## config.mk

```make
export PLATFORM = sky130hd
export DESIGN_NAME = uart_tx_fifo
export DESIGN_NICKNAME = d
export VERILOG_FILES = /design/src/rtl/uart_tx_fifo.sv
export SDC_FILE = /design/constraint.sdc
export NUM_CORES = 1
export LEC_CHECK = 0
export CORE_UTILIZATION = 40
export CTS_CLUSTER_DIAMETER = 150
export DETAILED_ROUTE_END_ITERATION = 10
export GPL_ROUTABILITY_DRIVEN = 0
export GPL_TIMING_DRIVEN = 0
export HOLD_SLACK_MARGIN = 0.15
export PLACE_DENSITY_LB_ADDON = 0.05
export SLEW_MARGIN = 20
export SYNTH_ARGS = -nofsm -noshare
export SYNTH_HDL_FRONTEND = slang
export SYNTH_SLANG_ARGS = --single-unit
```

## constraint.sdc

```tcl
create_clock -name clk -period 2.7 [get_ports clk]
set_clock_uncertainty 0.1 [all_clocks]
set_input_delay 0.81 -clock clk [delete_from_list [all_inputs] [get_ports clk]]
set_output_delay 0.81 -clock clk [all_outputs]
set_load 0.02 [all_outputs]
```

## src/rtl/uart_tx_fifo.sv

```systemverilog
`default_nettype none
// ============================================================================
// Module      : uart_tx_fifo
// Description : Byte FIFO feeding an 8-bit LSB-first UART transmitter.
//               Define UART_TX_PARITY_EN to add an even-parity bit (8E1).
// Revision    : 1.0 - initial release
// ============================================================================
module uart_tx_fifo #(
    parameter int CLK_HZ     = 12000000,
    parameter int BAUD       = 115200,
    parameter int FIFO_DEPTH = 8
) (
    input  logic       clk,
    input  logic       rst_n,
    input  logic [7:0] tx_byte,
    input  logic       send_request,
    output logic       full,
    output logic       busy,
    output logic       overflow,
    output logic       tx
);
    localparam int CLKS_IN_BAUD = CLK_HZ / BAUD;
    localparam int BAUD_W       = (CLKS_IN_BAUD > 1) ? $clog2(CLKS_IN_BAUD) : 1;
    localparam int PTR_W        = $clog2(FIFO_DEPTH);
    localparam int CNT_W        = PTR_W + 1;

    localparam logic [BAUD_W-1:0] BAUD_LAST = BAUD_W'(CLKS_IN_BAUD - 1);
    localparam logic [BAUD_W-1:0] BAUD_ONE  = BAUD_W'(1);
    localparam logic [CNT_W-1:0]  CNT_FULL  = CNT_W'(FIFO_DEPTH);
    localparam logic [CNT_W-1:0]  CNT_ONE   = CNT_W'(1);
    localparam logic [PTR_W-1:0]  PTR_ONE   = PTR_W'(1);

    typedef enum logic [2:0] {
        ST_IDLE   = 3'd0,
        ST_START  = 3'd1,
        ST_DATA   = 3'd2,
        ST_STOP   = 3'd3
`ifdef UART_TX_PARITY_EN
        , ST_PARITY = 3'd4
`endif
    } state_t;

    state_t              state_q, state_d;
    logic [BAUD_W-1:0]   baud_cnt_q, baud_cnt_d;
    logic [2:0]          bit_idx_q, bit_idx_d;
    logic [7:0]          shreg_q, shreg_d;
    logic                tx_q, tx_d;
    logic                overflow_q, overflow_d;
    logic [PTR_W-1:0]    wr_ptr_q, wr_ptr_d;
    logic [PTR_W-1:0]    rd_ptr_q, rd_ptr_d;
    logic [CNT_W-1:0]    count_q, count_d;
    logic [7:0]          mem_q [FIFO_DEPTH];
`ifdef UART_TX_PARITY_EN
    logic                parity_q, parity_d;
`endif

    logic wr_en;
    logic pop;
    logic baud_end;

    assign full     = (count_q == CNT_FULL);
    assign busy     = (state_q != ST_IDLE) || (count_q != '0);
    assign overflow = overflow_q;
    assign tx       = tx_q;

    always_comb begin
        state_d    = state_q;
        baud_cnt_d = baud_cnt_q;
        bit_idx_d  = bit_idx_q;
        shreg_d    = shreg_q;
        tx_d       = tx_q;
        wr_ptr_d   = wr_ptr_q;
        rd_ptr_d   = rd_ptr_q;
        count_d    = count_q;
`ifdef UART_TX_PARITY_EN
        parity_d   = parity_q;
`endif
        pop        = 1'b0;
        // Full comes from the registered count, so a pop in the same cycle never frees a slot early.
        wr_en      = send_request && !full;
        overflow_d = send_request && full;
        baud_end   = (baud_cnt_q == BAUD_LAST);

        if (state_q != ST_IDLE) begin
            baud_cnt_d = baud_end ? '0 : baud_cnt_q + BAUD_ONE;
        end

        case (state_q)
            ST_IDLE: begin
                if (count_q != '0) pop = 1'b1;
            end
            ST_START: begin
                if (baud_end) begin
                    state_d   = ST_DATA;
                    tx_d      = shreg_q[0];
                    shreg_d   = shreg_q >> 1;
                    bit_idx_d = 3'd0;
                end
            end
            ST_DATA: begin
                if (baud_end) begin
                    if (bit_idx_q == 3'd7) begin
`ifdef UART_TX_PARITY_EN
                        state_d = ST_PARITY;
                        tx_d    = parity_q;
`else
                        state_d = ST_STOP;
                        tx_d    = 1'b1;
`endif
                    end else begin
                        tx_d      = shreg_q[0];
                        shreg_d   = shreg_q >> 1;
                        bit_idx_d = bit_idx_q + 3'd1;
                    end
                end
            end
`ifdef UART_TX_PARITY_EN
            ST_PARITY: begin
                if (baud_end) begin
                    state_d = ST_STOP;
                    tx_d    = 1'b1;
                end
            end
`endif
            ST_STOP: begin
                if (baud_end) begin
                    if (count_q != '0) begin
                        pop = 1'b1;
                    end else begin
                        state_d = ST_IDLE;
                        tx_d    = 1'b1;
                    end
                end
            end
            default: begin
                state_d = ST_IDLE;
                tx_d    = 1'b1;
            end
        endcase

        // A pop loads the head byte and starts the start bit on the same edge.
        if (pop) begin
            shreg_d    = mem_q[rd_ptr_q];
            tx_d       = 1'b0;
            state_d    = ST_START;
            baud_cnt_d = '0;
            rd_ptr_d   = rd_ptr_q + PTR_ONE;
`ifdef UART_TX_PARITY_EN
            parity_d   = ^mem_q[rd_ptr_q];
`endif
        end

        if (wr_en) wr_ptr_d = wr_ptr_q + PTR_ONE;

        case ({wr_en, pop})
            2'b10:   count_d = count_q + CNT_ONE;
            2'b01:   count_d = count_q - CNT_ONE;
            default: count_d = count_q;
        endcase
    end

    always_ff @(posedge clk or negedge rst_n) begin
        if (!rst_n) begin
            state_q    <= ST_IDLE;
            baud_cnt_q <= '0;
            bit_idx_q  <= '0;
            shreg_q    <= '0;
            tx_q       <= 1'b1;
            overflow_q <= 1'b0;
            wr_ptr_q   <= '0;
            rd_ptr_q   <= '0;
            count_q    <= '0;
`ifdef UART_TX_PARITY_EN
            parity_q   <= 1'b0;
`endif
        end else begin
            state_q    <= state_d;
            baud_cnt_q <= baud_cnt_d;
            bit_idx_q  <= bit_idx_d;
            shreg_q    <= shreg_d;
            tx_q       <= tx_d;
            overflow_q <= overflow_d;
            wr_ptr_q   <= wr_ptr_d;
            rd_ptr_q   <= rd_ptr_d;
            count_q    <= count_d;
`ifdef UART_TX_PARITY_EN
            parity_q   <= parity_d;
`endif
        end
    end

    // Storage needs no reset: the pointers and count define what is valid.
    always_ff @(posedge clk) begin
        if (wr_en) mem_q[wr_ptr_q] <= tx_byte;
    end

endmodule
`default_nettype wire
```

# Word level (Yosys, flattened, before mapping)
# Memory sizes are Yosys's and may differ from the RTL's.
# Index checks and enable logic that the tools add are counted.
[totals]
n_memories = 1
regBits = 33
elab_cells = 81
ram_bits = 64
[mem_list]
columns = ["name", "words", "width", "read_ports", "rd_ports_with_merged_regs", "wr", "line_no", "text"]
rows = [
  ["mem_q", 8, 8, 1, 0, 1, "52", "logic [7:0] mem_q [FIFO_DEPTH];"],
]
[classes]
muxes = 32
n_eq_ne = 18
n_addsub = 6
n_reduce_logical = 15
[ops]
columns = ["operator", "n"]
rows = [
  ["$mux W8", 4],
  ["$mux W3", 9],
  ["$mux W7", 3],
  ["$ne A3 B3 Y1 const B", 6],
  ["$pmux W8 S2", 1],
  ["$pmux W3 S4", 1],
  ["$mux W1", 10],
  ["$add A3 B1 Y3 const B", 3],
  ["$ne A2 B2 Y1 const B", 4],
  ["$pmux W4 S2", 1],
  ["$reduce_and A4 Y1", 2],
  ["$add A7 B1 Y7 const B", 1],
  ["$eq A7 B7 Y1 const B", 1],
  ["$eq A3 B2 Y1 const B", 2],
  ["$pmux W3 S2", 1],
  ["$reduce_and A6 Y1", 1],
  ["$reduce_bool A2 Y1", 3],
  ["$reduce_bool A3 Y1", 2],
  ["$reduce_and A5 Y1", 1],
  ["$add A4 B1 Y4 const B", 1],
  ["$eq A4 B4 Y1 const B", 1],
  ["$pmux W1 S4", 1],
  ["$reduce_bool A4 Y1", 1],
  ["$sub A4 B1 Y4 const B", 1],
  ["other kinds (9)", 10],
]

# Longest topological paths before layout
# Gate-level depths: netlist (run 1).
[depth]
word_depth = 6
depth_mapped = 13

# Worst setup path before layout (run 1)
# No wires, ideal clock.
[synth_path]
kind = "register to register"
startpoint = "register state_q[0]"
endpoint = "register count_q[2]"
stages_incl_launch_ff = 14
setup_time_ps = 129
setup_slack_ps = 5
t_arrival_ps = 2466
synth_period_minus_slack_ps = 2695
path_cell_list = "dfrtp_1 > inv_1 > ha_1 > clkbuf_1 > a31oi_1 > nor3_4 > buf_6 > ha_1 > xor2_1 > ha_1 > a21oi_1 > xor2_1 > nor2_1 > xor2_1"
[synth_via]
elab_chain_cells = 4
[synth_rtl]
columns = ["item", "line_no", "text"]
rows = [
  ["from (decl)", "43", "state_t state_q, state_d;"],
  ["from (signal assigned)", "177", "state_q <= state_d;"],
  ["$eq A3 B2 Y1 / $logic_not A3 Y1 (equally long branches)", "88", "case (state_q)"],
  ["$pmux W1 S2 *", "88", ""],
  ["$eq A2 B1 Y1 / $eq A2 B2 Y1 (equally long branches)", "155", "case ({wr_en, pop})"],
  ["$pmux W4 S2 / $reduce_bool A2 Y1 (equally long branches)", "--", ""],
  ["to (signal assigned)", "185", "count_q <= count_d;"],
  ["to (decl)", "51", "logic [CNT_W-1:0] count_q, count_d;"],
]
# Every way passes the cells marked *; elsewhere a longest branch is shown, timed or not.
# A chain may end at the register's enable or synchronous reset.

# Final worst setup path (run 1)
[layout_path]
startpoint = "register baud_cnt_q[0]"
endpoint = "register count_q[2]"
[layout_via]
elab_chain_cells = 5
[layout_rtl]
columns = ["item", "line_no", "text"]
rows = [
  ["from (decl)", "44", "logic [BAUD_W-1:0] baud_cnt_q, baud_cnt_d;"],
  ["from (signal assigned)", "178", "baud_cnt_q <= baud_cnt_d;"],
  ["$eq A7 B7 Y1 *", "82", "baud_end = (baud_cnt_q == BAUD_LAST);"],
  ["$mux W1 *", "126", "if (baud_end) begin"],
  ["$pmux W1 S2 *", "88", ""],
  ["$eq A2 B1 Y1 / $eq A2 B2 Y1 (equally long branches)", "155", ""],
  ["$pmux W4 S2 / $reduce_bool A2 Y1 (equally long branches)", "--", ""],
]
# Marks and branches as above.

==> results.ini, run 1 <==
[critical_path]
reg2reg_to=count_q[2]$_DFFE_PN0P_
start_kind=register
cp_max_fo=8
endpoint=count_q[2]$_DFFE_PN0P_
crit_start=baud_cnt_q[0]$_DFFE_PN0P_
crit_path_end_kind=register
critPathKind=register to register
r2r_cells=13
rr_startpoint=baud_cnt_q[0]$_DFFE_PN0P_
required_ps=2840
rrSetupSlack_ps=150
cp.arrival_ps=2680

[floorplan]
pin_count=15
die_h_um=105.1
rows=37
initial_core_util=0.4121
coreArea_sq_um=10320
die_w_um=105.1
dieArea_sq_um=11050

[global_route]
grt_pass1_vias=2361
grt_start_max_net_pins=18
track_usage=0.1615
grt_pass1_wl_mm=12.87
grt-ovfl-total=0
antenna_found_initial=0

[routing]
vias=2288
avgViaCountPerCell=5.084
drc=0
drtIter0Drc=110
ant_nets=0
wl_per_cell_um=18.03
drtPass1Iterations=4
drt_wl_total_mm=8.114

[cells_and_area]
fin_util=0.4796
drive_gt1_frac=0.2420
antenna_cells=0
areaGrowthSynthToFinish_pct=16.38
finalNetCount=332
fillers=909

[synth]
avgSynthCellArea_sq_um=15.53
ys_seq_area_frac=0.6403
synthDistinctLibCells=43
yosys_warnings=0
synth.area.top_cells=edfxtp_1 45%, dfrtp_1 18%, mux4_2 8.5%, mux2i_1 5.4%, ha_1 3.5%
netlist_instances=274
syn_area_sq_um=4254
synth_edf_count=64
synth_top_area_share=0.4518
ys_ff_latch=96
synth_fp_nets=297
synth_flop_cell=edfxtp_1
yosys.area.top_type=edfxtp_1
async_flop_share=0.3333

[sta]
slew_viol_final=0
setup_violations=0
period_share=0.9428
rsz0062_at_grt=false
layout_setup_ws_ps=154.3
hold_violations=0
setup-tns-final_ps=0
worstMarginPinSlew_ps=971.0
max_clock_freq_mhz=392.8
max-slew-margin-rel=0.3503
finalWorstPathRequiredPeriod_ps=2546

[pwr]
peakVddDrop_mv=0.4693
design_power_total_mw=5.263
powerDensity_nw_per_um2=1063
power_leakage_nw=1.848

[place]
portBuffers=14
dp_slack_ps=-411.0
dpl.hpwl_mm=5.387

[cts]
clkLatencyLatePin_ps=360
clock_sinks=96
cts_root_buf=clkbuf_8
cts_buffer_depth=2
h-tree-depth=3
path_clk_slew_ps=100
cts_made_buffers=9
cts_tree=done

[flow_run]
maxCapViolations=0

[outcome]
status=finished clean

[hold_path]
min_path_type=primary input to async pin

==> registers in the layout, indices dropped and copies added (netlist names) <==
| register | count |
|---|---|
| baud_cnt_q | 7 |
| bit_idx_q | 3 |
| count_q | 4 |
| mem_q | 64 |
| overflow | 1 |
| rd_ptr_q | 3 |
| shreg_q | 8 |
| state_q | 2 |
| tx | 1 |
| wr_ptr_q | 3 |
==> power breakdown <==
part	switching, mW	internal (mW)
logic	1.07	1.01
clock network	0.512	0.526
registers	0.216	1.93
total	1.80	3.46
==> routing by layer <==
metal,share of wire,track usage,vias to the layer above,routed length [um]
met5,0,0,-,0
met1,0.47,0.2150,1144,3848
met3,0.027,0.02433,11,218
met2,0.48,0.2606,36,3897
met4,0.018,0.07545,0,149
li1,-,-,1097,-
==> cells by family (layout without fill, tap and decap cells) <==
logic type	count (synthesis)	after routing	share of synthesized area
xor gates and xnor gates	10	10	0.02235
and+or+nand+nor	62	62	0.08147
DFF	96	96	0.6403
AOI/OAI and AO/OA	33	33	0.04706
adders and majority gates	12	12	0.03529
muxes	44	44	0.1529
buffers and inverters	17	57	0.02059
==> area by class of cell <==
type,instances,area (sq um),area share
flip-flops and latches,96,2724,0.5502
multi-input cells,161,1519,0.3068
repair buffers,25,235.2,0.04751
well taps,136,170.2,0.03437
clock buffers,10,127.6,0.02578
clock inverters,6,88.84,0.01794
plain buffers,9,60.06,0.01213
inverters,7,26.28,0.005307
==> worst max-delay path, cell delays in order, from the launching register on <==
cell and delay [ps]:
dfrtp_1 410, ha_2 220, and3_1 170, buf_4 160, a31oi_4 180, nor3_4 70, buf_6 130, ha_4 170
xor2_1 150, ha_1 170, a21oi_1 140, xor2_1 160, nor2_1 60, xor2_1 140
==> metrics by stage <==
stage | hold slack (ps) | instance area [sq um] | cells
after floorplan | 338.4 | 4254 | 274
after CTS | 274.0 | 4922 | 449
after detailed placement | 358.9 | 4651 | 430
after global placement | 360.0 | 4564 | 424
after global routing | 284.3 | 4951 | 450
final | 272.2 | 4951 | 450
==> cells in the mapped netlist (5+ instances only) <==
| master | count |
|---|---|
| inv_1 | 7 |
| xnor2_1 | 5 |
| edfxtp_1 | 64 |
| mux4_2 | 16 |
| ha_1 | 12 |
| nand2_1 | 19 |
| nor2_1 | 11 |
| o21ai_0 | 18 |
| mux2i_1 | 23 |
| nor3_1 | 5 |
| dfrtp_1 | 31 |
| nand2b_1 | 7 |
==> worst min-delay path by stage <==
stage | from | end | slack [ps] | depth (start not counted)
after floorplan | baud_cnt_q[5]$_DFFE_PN0P_ | baud_cnt_q[5]$_DFFE_PN0P_ | 340 | 1
after CTS | rst_n | bit_idx_q[0]$_DFFE_PN0P_ | 270 | 1
after global routing | rst_n | bit_idx_q[0]$_DFFE_PN0P_ | 280 | 1
after detailed placement | baud_cnt_q[5]$_DFFE_PN0P_ | baud_cnt_q[5]$_DFFE_PN0P_ | 360 | 1
final | rst_n | bit_idx_q[0]$_DFFE_PN0P_ | 270 | 1
after global placement | baud_cnt_q[5]$_DFFE_PN0P_ | baud_cnt_q[5]$_DFFE_PN0P_ | 360 | 1
==> cell usage in the layout (no fill, tap or decap), types with 5 or more instances in the layout <==
master,instances
edfxtp_1,64
dfrtp_1,31
mux2i_1,23
nand2_1,18
o21ai_0,18
mux4_2,16
buf_4,14
nor2_1,11
clkdlybuf4s50_1,11
ha_1,9
clkbuf_8,9
inv_1,7
nand2b_1,7
nor3_2,5
xnor2_1,5
==> timing repair <==
action,4_1_cts,5_1_grt
hold endpoints to repair,0,0
setup endpoints to repair,5,3
buffers inserted,4,1
hold buffers,0,0
pin swaps,2,1
resized for setup,9,3
Power figures use the tool's default switching activity.
==> run 2, diff against run 1 <==
- SETUP_SLACK_MARGIN: unset -> 0.4
- clock period: 2.7 -> 2.2 ns (I/O delays scaled with it)
==> results.ini, run 2 (same netlist as run 1, synthesis figures left out) <==
[cts]
cts_tree=done  ; unchanged
h-tree-depth=3  ; unchanged
clock_sinks=96  ; unchanged
path_clk_slew_ps=110  ; was 100 ps
clkLatencyLatePin_ps=360  ; about the same
cts_root_buf=clkbuf_8  ; unchanged
cts_buffer_depth=2  ; unchanged
cts_made_buffers=9  ; unchanged

[sta]
slew_viol_final=0  ; unchanged
hold_ws_ps=392.3  ; was 272.2 ps
setup_violations=4  ; was 0
max-slew-margin-rel=0.7167  ; was 0.3503
worstMarginPinSlew_ps=424.9  ; was 971.0 ps
rsz0062_at_grt=true  ; was false
period_share=1.085  ; was 0.9428
finalWorstPathRequiredPeriod_ps=2388  ; was 2546 ps
hold_violations=0  ; unchanged
max_clock_freq_mhz=418.8  ; was 392.8 MHz
layout_setup_ws_ps=-187.7  ; was 154.3 ps

[cells_and_area]
multi_input_area_sq_um=1684  ; was 1519 sq um
final_common_cell=edfxtp_1  ; unchanged
areaGrowthSynthToFinish_pct=28.41  ; was 16.38%
design_area_sq_um=5463  ; was 4951 sq um
antenna_cells=0  ; unchanged
drive_gt1_frac=0.4298  ; was 0.2420
fillers=879  ; was 909
regMostFlops=mem_q  ; unchanged
regArea_sq_um=2730  ; was 2724 sq um
finalNetCount=367  ; was 332
mostFrequentLayoutCells=64 x edfxtp_1, 30 x buf_4, 26 x dfrtp_1  ; was 64 x edfxtp_1, 31 x dfrtp_1, 23 x mux2i_1
largest_reg_flops=64  ; unchanged
reg_top3=mem_q: 64 flops, shreg_q: 8 flops, baud_cnt_q: 7 flops  ; unchanged

[place]
portBuffers=14  ; unchanged
dpl_cell_area_sq_um=4687  ; was 4651 sq um
dp_slack_ps=-691.9  ; was -411.0 ps
dpl.hpwl_mm=5.390  ; was 5.387 mm

[routing]
wl_per_cell_um=17.48  ; was 18.03 um
drc=0  ; unchanged
wl_met2_mm=4.137  ; was 3.897 mm
drt_wl_total_mm=8.476  ; was 8.114 mm
highest-signal-layer=met4  ; unchanged
wl_met3_um=219  ; was 218 um
drtPass1Iterations=4  ; unchanged
vias=2510  ; was 2,288
ant_nets=0  ; unchanged
avgViaCountPerCell=5.175  ; was 5.084
met1_length_mm=4.025  ; was 3.848 mm
drtIter0Drc=66  ; was 110

[pwr]
powerDensity_nw_per_um2=1288  ; was 1063 nW/um^2
p_int_mw=4.572  ; was 3.462 mW
power.share.switching=0.3504  ; was 0.3423
seq_power_share=0.376  ; was 0.407
power_leakage_nw=2.051  ; was 1.848 nW
power_switching_mw=2.465  ; was 1.801 mW
power_frac_comb=0.471  ; was 0.396
clockPowerShare=0.152  ; was 0.197
peakVddDrop_mv=0.5344  ; was 0.4693 mV

[global_route]
grt_start_max_net_pins=18  ; unchanged
grt_pass1_wl_mm=13.72  ; was 12.87 mm
antenna_found_initial=0  ; unchanged
grt_pass1_vias=2552  ; was 2,361
track_usage=0.1670  ; was 0.1615
grt-ovfl-total=0  ; unchanged

[floorplan]
coreArea_sq_um=10320  ; unchanged
initial_core_util=0.4121  ; unchanged
dieArea_sq_um=11050  ; unchanged
pin_count=15  ; unchanged
rows=37  ; unchanged
die_w_um=105.1  ; unchanged
die_h_um=105.1  ; unchanged

[hold_path]
min_path_type=register to register  ; was primary input to async pin

[critical_path]
crit_path_end_kind=register  ; unchanged
slowest_delay_ps=400  ; was 410 ps
cp.arrival_ps=2550  ; was 2680 ps
cp_max_fo=3  ; was 8
start_kind=register  ; unchanged
critPathKind=register to register  ; unchanged
crit_chain=ha_2, and3_4, buf_6, a31oi_4, nor3_4, buf_6, ha_4, xor2_2, ha_2, a21oi_2, xor2_1, nor2_1, xor2_1  ; was ha_2, and3_1, buf_4, a31oi_4, nor3_4, buf_6, ha_4, xor2_1, ha_1, a21oi_1, xor2_1, nor2_1, xor2_1
required_ps=2360  ; was 2840 ps
slowest_stage=dfrtp_1  ; unchanged

[outcome]
violations=negative setup slack
status=finished, violations left  ; was finished clean

[flow_run]
maxCapViolations=0  ; unchanged

-- run 2: cell count changes in the layout (fill, tap and decap cells not counted), moves of 6 or more --
cell     previous run  this run
buf_6               1        16
o21ai_1             0         9
o21ai_0            18         6
nand2_1            18        12
buf_4              14        30
-- run 2: worst paths after layout --
check	startpoint	endpoint	slack [ps]	cells past startpoint
max	baud_cnt_q[1]$_DFFE_PN0P_	count_q[2]$_DFFE_PN0P_	-190	13
min	baud_cnt_q[5]$_DFFE_PN0P_	baud_cnt_q[5]$_DFFE_PN0P_	390	1
max reg2reg	baud_cnt_q[1]$_DFFE_PN0P_	count_q[2]$_DFFE_PN0P_	-190	13
min reg2reg	baud_cnt_q[5]$_DFFE_PN0P_	baud_cnt_q[5]$_DFFE_PN0P_	390	1
max in group asynchronous	rst_n	tx$_DFFE_PN1P_	790	3
min in group asynchronous	rst_n	baud_cnt_q[6]$_DFFE_PN0P_	670	2
-- run 2: through the flow --
step | setup TNS (ps) | cells | utilization | total power [mW]
2_1_floorplan | -830.2 | 274 | - | 4.456
3_3_place_gp | -68540 | 424 | 0.4471 | 5.027
3_5_place_dp | -27140 | 429 | 0.4540 | 5.099
5_1_grt | -997.8 | 485 | 0.5291 | 7.508
6_report | -518.8 | 485 | 0.5291 | 7.037
4_1_cts | -417.1 | 473 | 0.5078 | 6.735
-- run 2: final cells by class --
class / count / area share
multi-input combinational: 161 / 0.3083
timing repair buffer: 59 / 0.1047
tap: 136 / 0.03115
clock buffer: 10 / 0.02336
inverter: 7 / 0.004810
sequential: 96 / 0.4998
clock inverter: 6 / 0.009162
buffer: 10 / 0.01878
-- run 2: power by group through the flow --
| stage | Sequential [mW] | Clock (mW) | Combinational (mW) |
|---|---|---|---|
| finish | 2.65 | 1.07 | 3.32 |
| global route | 2.70 | 1.17 | 3.64 |
| CTS | 2.64 | 1.10 | 2.99 |
| detailed placement | 2.67 | 0 | 2.43 |
| global placement | 2.65 | 0 | 2.38 |
| floorplan | 2.60 | 0 | 1.85 |
-- run 2: per-layer routing --
metal	GRT usage	up-vias
met2	0.2720	37
met5	0	-
met1	0.2312	1290
met4	0.04829	0
met3	0.02807	14
li1	-	1169
-- run 2: worst max-delay path, delay by kind of cell (launching register included) --
family,cells,cell delay (ps)
xor gates and xnor gates,3,440
adders and majority gates,3,530
DFF,1,400
and+or+nand+nor,3,300
buffers and inverters,2,240
AOI/OAI and AO/OA,2,250
-- run 2: timing repair --
action	CTS	global route
resized for setup	58	42
setup buffers	27	12
hold endpoints to repair	15	0
pin swaps	16	20
hold buffers	1	0
gates cloned	0	0
setup endpoints to repair	90	45
==> run 3, diff against run 2 <==
- SLEW_MARGIN: 20 -> unset
==> results.ini, run 3 (same netlist as run 1, synthesis figures left out) <==
[routing]
wl_per_cell_um=17.74  ; was 17.48 um
drtPass1Iterations=4  ; unchanged
vias=2430  ; was 2,510
drt_wl_total_mm=8.514  ; was 8.476 mm
avgViaCountPerCell=5.063  ; was 5.175
drtIter0Drc=57  ; was 66
drc=0  ; unchanged
ant_nets=0  ; unchanged

[sta]
max-slew-margin-rel=0.4865  ; was 0.7167
period_share=1.074  ; was 1.085
worstMarginPinSlew_ps=770.2  ; was 424.9 ps
layout_setup_ws_ps=-163.1  ; was -187.7 ps
setup_violations=4  ; unchanged
rsz0062_at_grt=true  ; unchanged
finalWorstPathRequiredPeriod_ps=2363  ; was 2388 ps
max_clock_freq_mhz=423.2  ; was 418.8 MHz
slew_viol_final=0  ; unchanged
hold_violations=0  ; unchanged

[global_route]
grt_start_max_net_pins=33  ; was 18
grt_pass1_vias=2586  ; was 2,552
antenna_found_initial=0  ; unchanged
track_usage=0.1707  ; was 0.1670
grt_pass1_wl_mm=13.95  ; was 13.72 mm
grt-ovfl-total=0  ; unchanged

[cells_and_area]
reg_top3=mem_q: 64 flops, shreg_q: 8 flops, baud_cnt_q: 7 flops  ; unchanged
areaGrowthSynthToFinish_pct=29.21  ; was 28.41%
largest_reg_flops=64  ; unchanged
regMostFlops=mem_q  ; unchanged
antenna_cells=0  ; unchanged
mostFrequentLayoutCells=64 x edfxtp_1, 28 x dfrtp_1, 27 x buf_4  ; was 64 x edfxtp_1, 30 x buf_4, 26 x dfrtp_1
fin_cells=480  ; was 485
drive_gt1_frac=0.4215  ; was 0.4298
final_common_cell=edfxtp_1  ; unchanged
finalNetCount=362  ; was 367
fillers=867  ; was 879

[pwr]
peakVddDrop_mv=0.6934  ; was 0.5344 mV
powerDensity_nw_per_um2=1295  ; was 1288 nW/um^2
design_power_total_mw=7.120  ; was 7.037 mW
power_leakage_nw=2.062  ; was 2.051 nW

[critical_path]
slowest_stage=dfrtp_1  ; unchanged
critPathBufInv=2  ; unchanged
slowest_delay_ps=400  ; about the same
start_kind=register  ; unchanged
crit_family=adder cells  ; unchanged
cp.arrival_ps=2510  ; was 2550 ps
cp_max_fo=2  ; was 3
required_ps=2350  ; was 2360 ps
crit_chain=ha_2, and3_4, buf_6, a31oi_4, nor3_4, buf_6, ha_4, xor2_1, ha_2, a21oi_2, xor2_1, nor2_1, xor2_1  ; was ha_2, and3_4, buf_6, a31oi_4, nor3_4, buf_6, ha_4, xor2_2, ha_2, a21oi_2, xor2_1, nor2_1, xor2_1
crit_top_cell=xor2_1
crit_path_end_kind=register  ; unchanged
critPathKind=register to register  ; unchanged

[place]
dp.cells=425  ; was 429
portBuffers=14  ; unchanged
dpl.hpwl_mm=5.158  ; was 5.390 mm

[outcome]
violations=negative setup slack  ; unchanged
status=finished, violations left  ; unchanged

[floorplan]
pin_count=15  ; unchanged
die_h_um=105.1  ; unchanged
dieArea_sq_um=11050  ; unchanged
initial_core_util=0.4121  ; unchanged
coreArea_sq_um=10320  ; unchanged
die_w_um=105.1  ; unchanged
rows=37  ; unchanged

[cts]
cts_tree=done  ; unchanged
path_clk_slew_ps=100  ; was 110 ps
clock_sinks=96  ; unchanged
cts_root_buf=clkbuf_8  ; unchanged
h-tree-depth=3  ; unchanged
cts_buffer_depth=2  ; unchanged
hold_buffers=0  ; was 1
cts_made_buffers=9  ; unchanged
clkLatencyLatePin_ps=350  ; was 360 ps

[flow_run]
maxCapViolations=0  ; unchanged

[hold_path]
min_path_type=primary input to async pin  ; was register to register

-- run 3: cell types whose count changed in the layout (fill, tap and decap cells not counted), sizes merged --
cell and delta:
clkinv +1, buf -4, inv -3, dlygate4sd3 -1
clkinvlp +2, clkdlybuf4s15 -1, bufbuf +1
-- run 3: layer usage --
| layer | GRT usage | up-vias | wire length [um] | share of wire |
|---|---|---|---|---|
| li1 | - | 1168 | - | - |
| met3 | 0.02246 | 9 | 129 | 0.015 |
| met1 | 0.2409 | 1235 | 4223 | 0.50 |
| met4 | 0.05936 | 0 | 102 | 0.012 |
| met2 | 0.2725 | 18 | 4059 | 0.48 |
| met5 | 0 | - | 0 | 0 |
-- run 3: metrics by stage --
stage	util	instance area, sq um	hold WS, ps	worst slack, ps	TNS, ps
after global placement	0.4471	4616	367.9	-1546	-68540
final	0.5324	5497	270.6	-163.1	-398.9
after global routing	0.5324	5497	346.5	-308.3	-870.9
after CTS	0.5193	5361	287.2	-165.0	-412.4
after floorplan	-	4305	264.4	-340.0	-830.2
after detailed placement	0.4494	4639	374.1	-670.3	-33570
-- run 3: layout make-up --
| cell class | instances | area (sq um) | share of cell area |
|---|---|---|---|
| Buffer | 10 | 98.84 | 0.01798 |
| Clock buffer | 10 | 127.6 | 0.02322 |
| Clock inverter | 6 | 55.05 | 0.01002 |
| Inverter | 7 | 26.28 | 0.004780 |
| Multi-Input combinational cell | 161 | 1714 | 0.3119 |
| Sequential cell | 96 | 2728 | 0.4962 |
| Tap cell | 136 | 170.2 | 0.03096 |
| Timing Repair Buffer | 54 | 576.8 | 0.1049 |
-- run 3: repair_timing --
| item | in CTS | in global routing |
|---|---|---|
| setup buffers | 31 | 7 |
| cloned | 1 | 0 |
| pin swaps | 19 | 9 |
| gates resized for setup | 66 | 35 |
| setup endpoints to repair | 90 | 25 |
| hold endpoints to repair | 0 | 0 |
-- run 3: final timing paths --
check                                          start                        end  slack [ps]  cells past startpoint
max in group asynchronous                      rst_n     count_q[2]$_DFFE_PN0P_        1200                      1
min                                            rst_n     state_q[0]$_DFFE_PN0P_         270                      1
max reg2reg                baud_cnt_q[0]$_DFFE_PN0P_     count_q[2]$_DFFE_PN0P_        -160                     13
min in group clk           baud_cnt_q[5]$_DFFE_PN0P_  baud_cnt_q[5]$_DFFE_PN0P_         390                      1
min reg2reg                baud_cnt_q[5]$_DFFE_PN0P_  baud_cnt_q[5]$_DFFE_PN0P_         390                      1
max                        baud_cnt_q[0]$_DFFE_PN0P_     count_q[2]$_DFFE_PN0P_        -160                     13
-- run 3: power breakdown --
part           internal (mW)  switching, mW
logic                   1.83           1.58
clock network          0.425          0.632
registers               2.37          0.287
total                   4.63           2.49
-- run 3: worst register-to-register path, cell delays in order, from the launching register on --
cell and delay, ps:
dfrtp_1 400, ha_2 190, and3_4 160, buf_6 110, a31oi_4 180, nor3_4 60
buf_6 130, ha_4 160, xor2_1 140, ha_2 170, a21oi_2 110, xor2_1 150
nor2_1 70, xor2_1 130
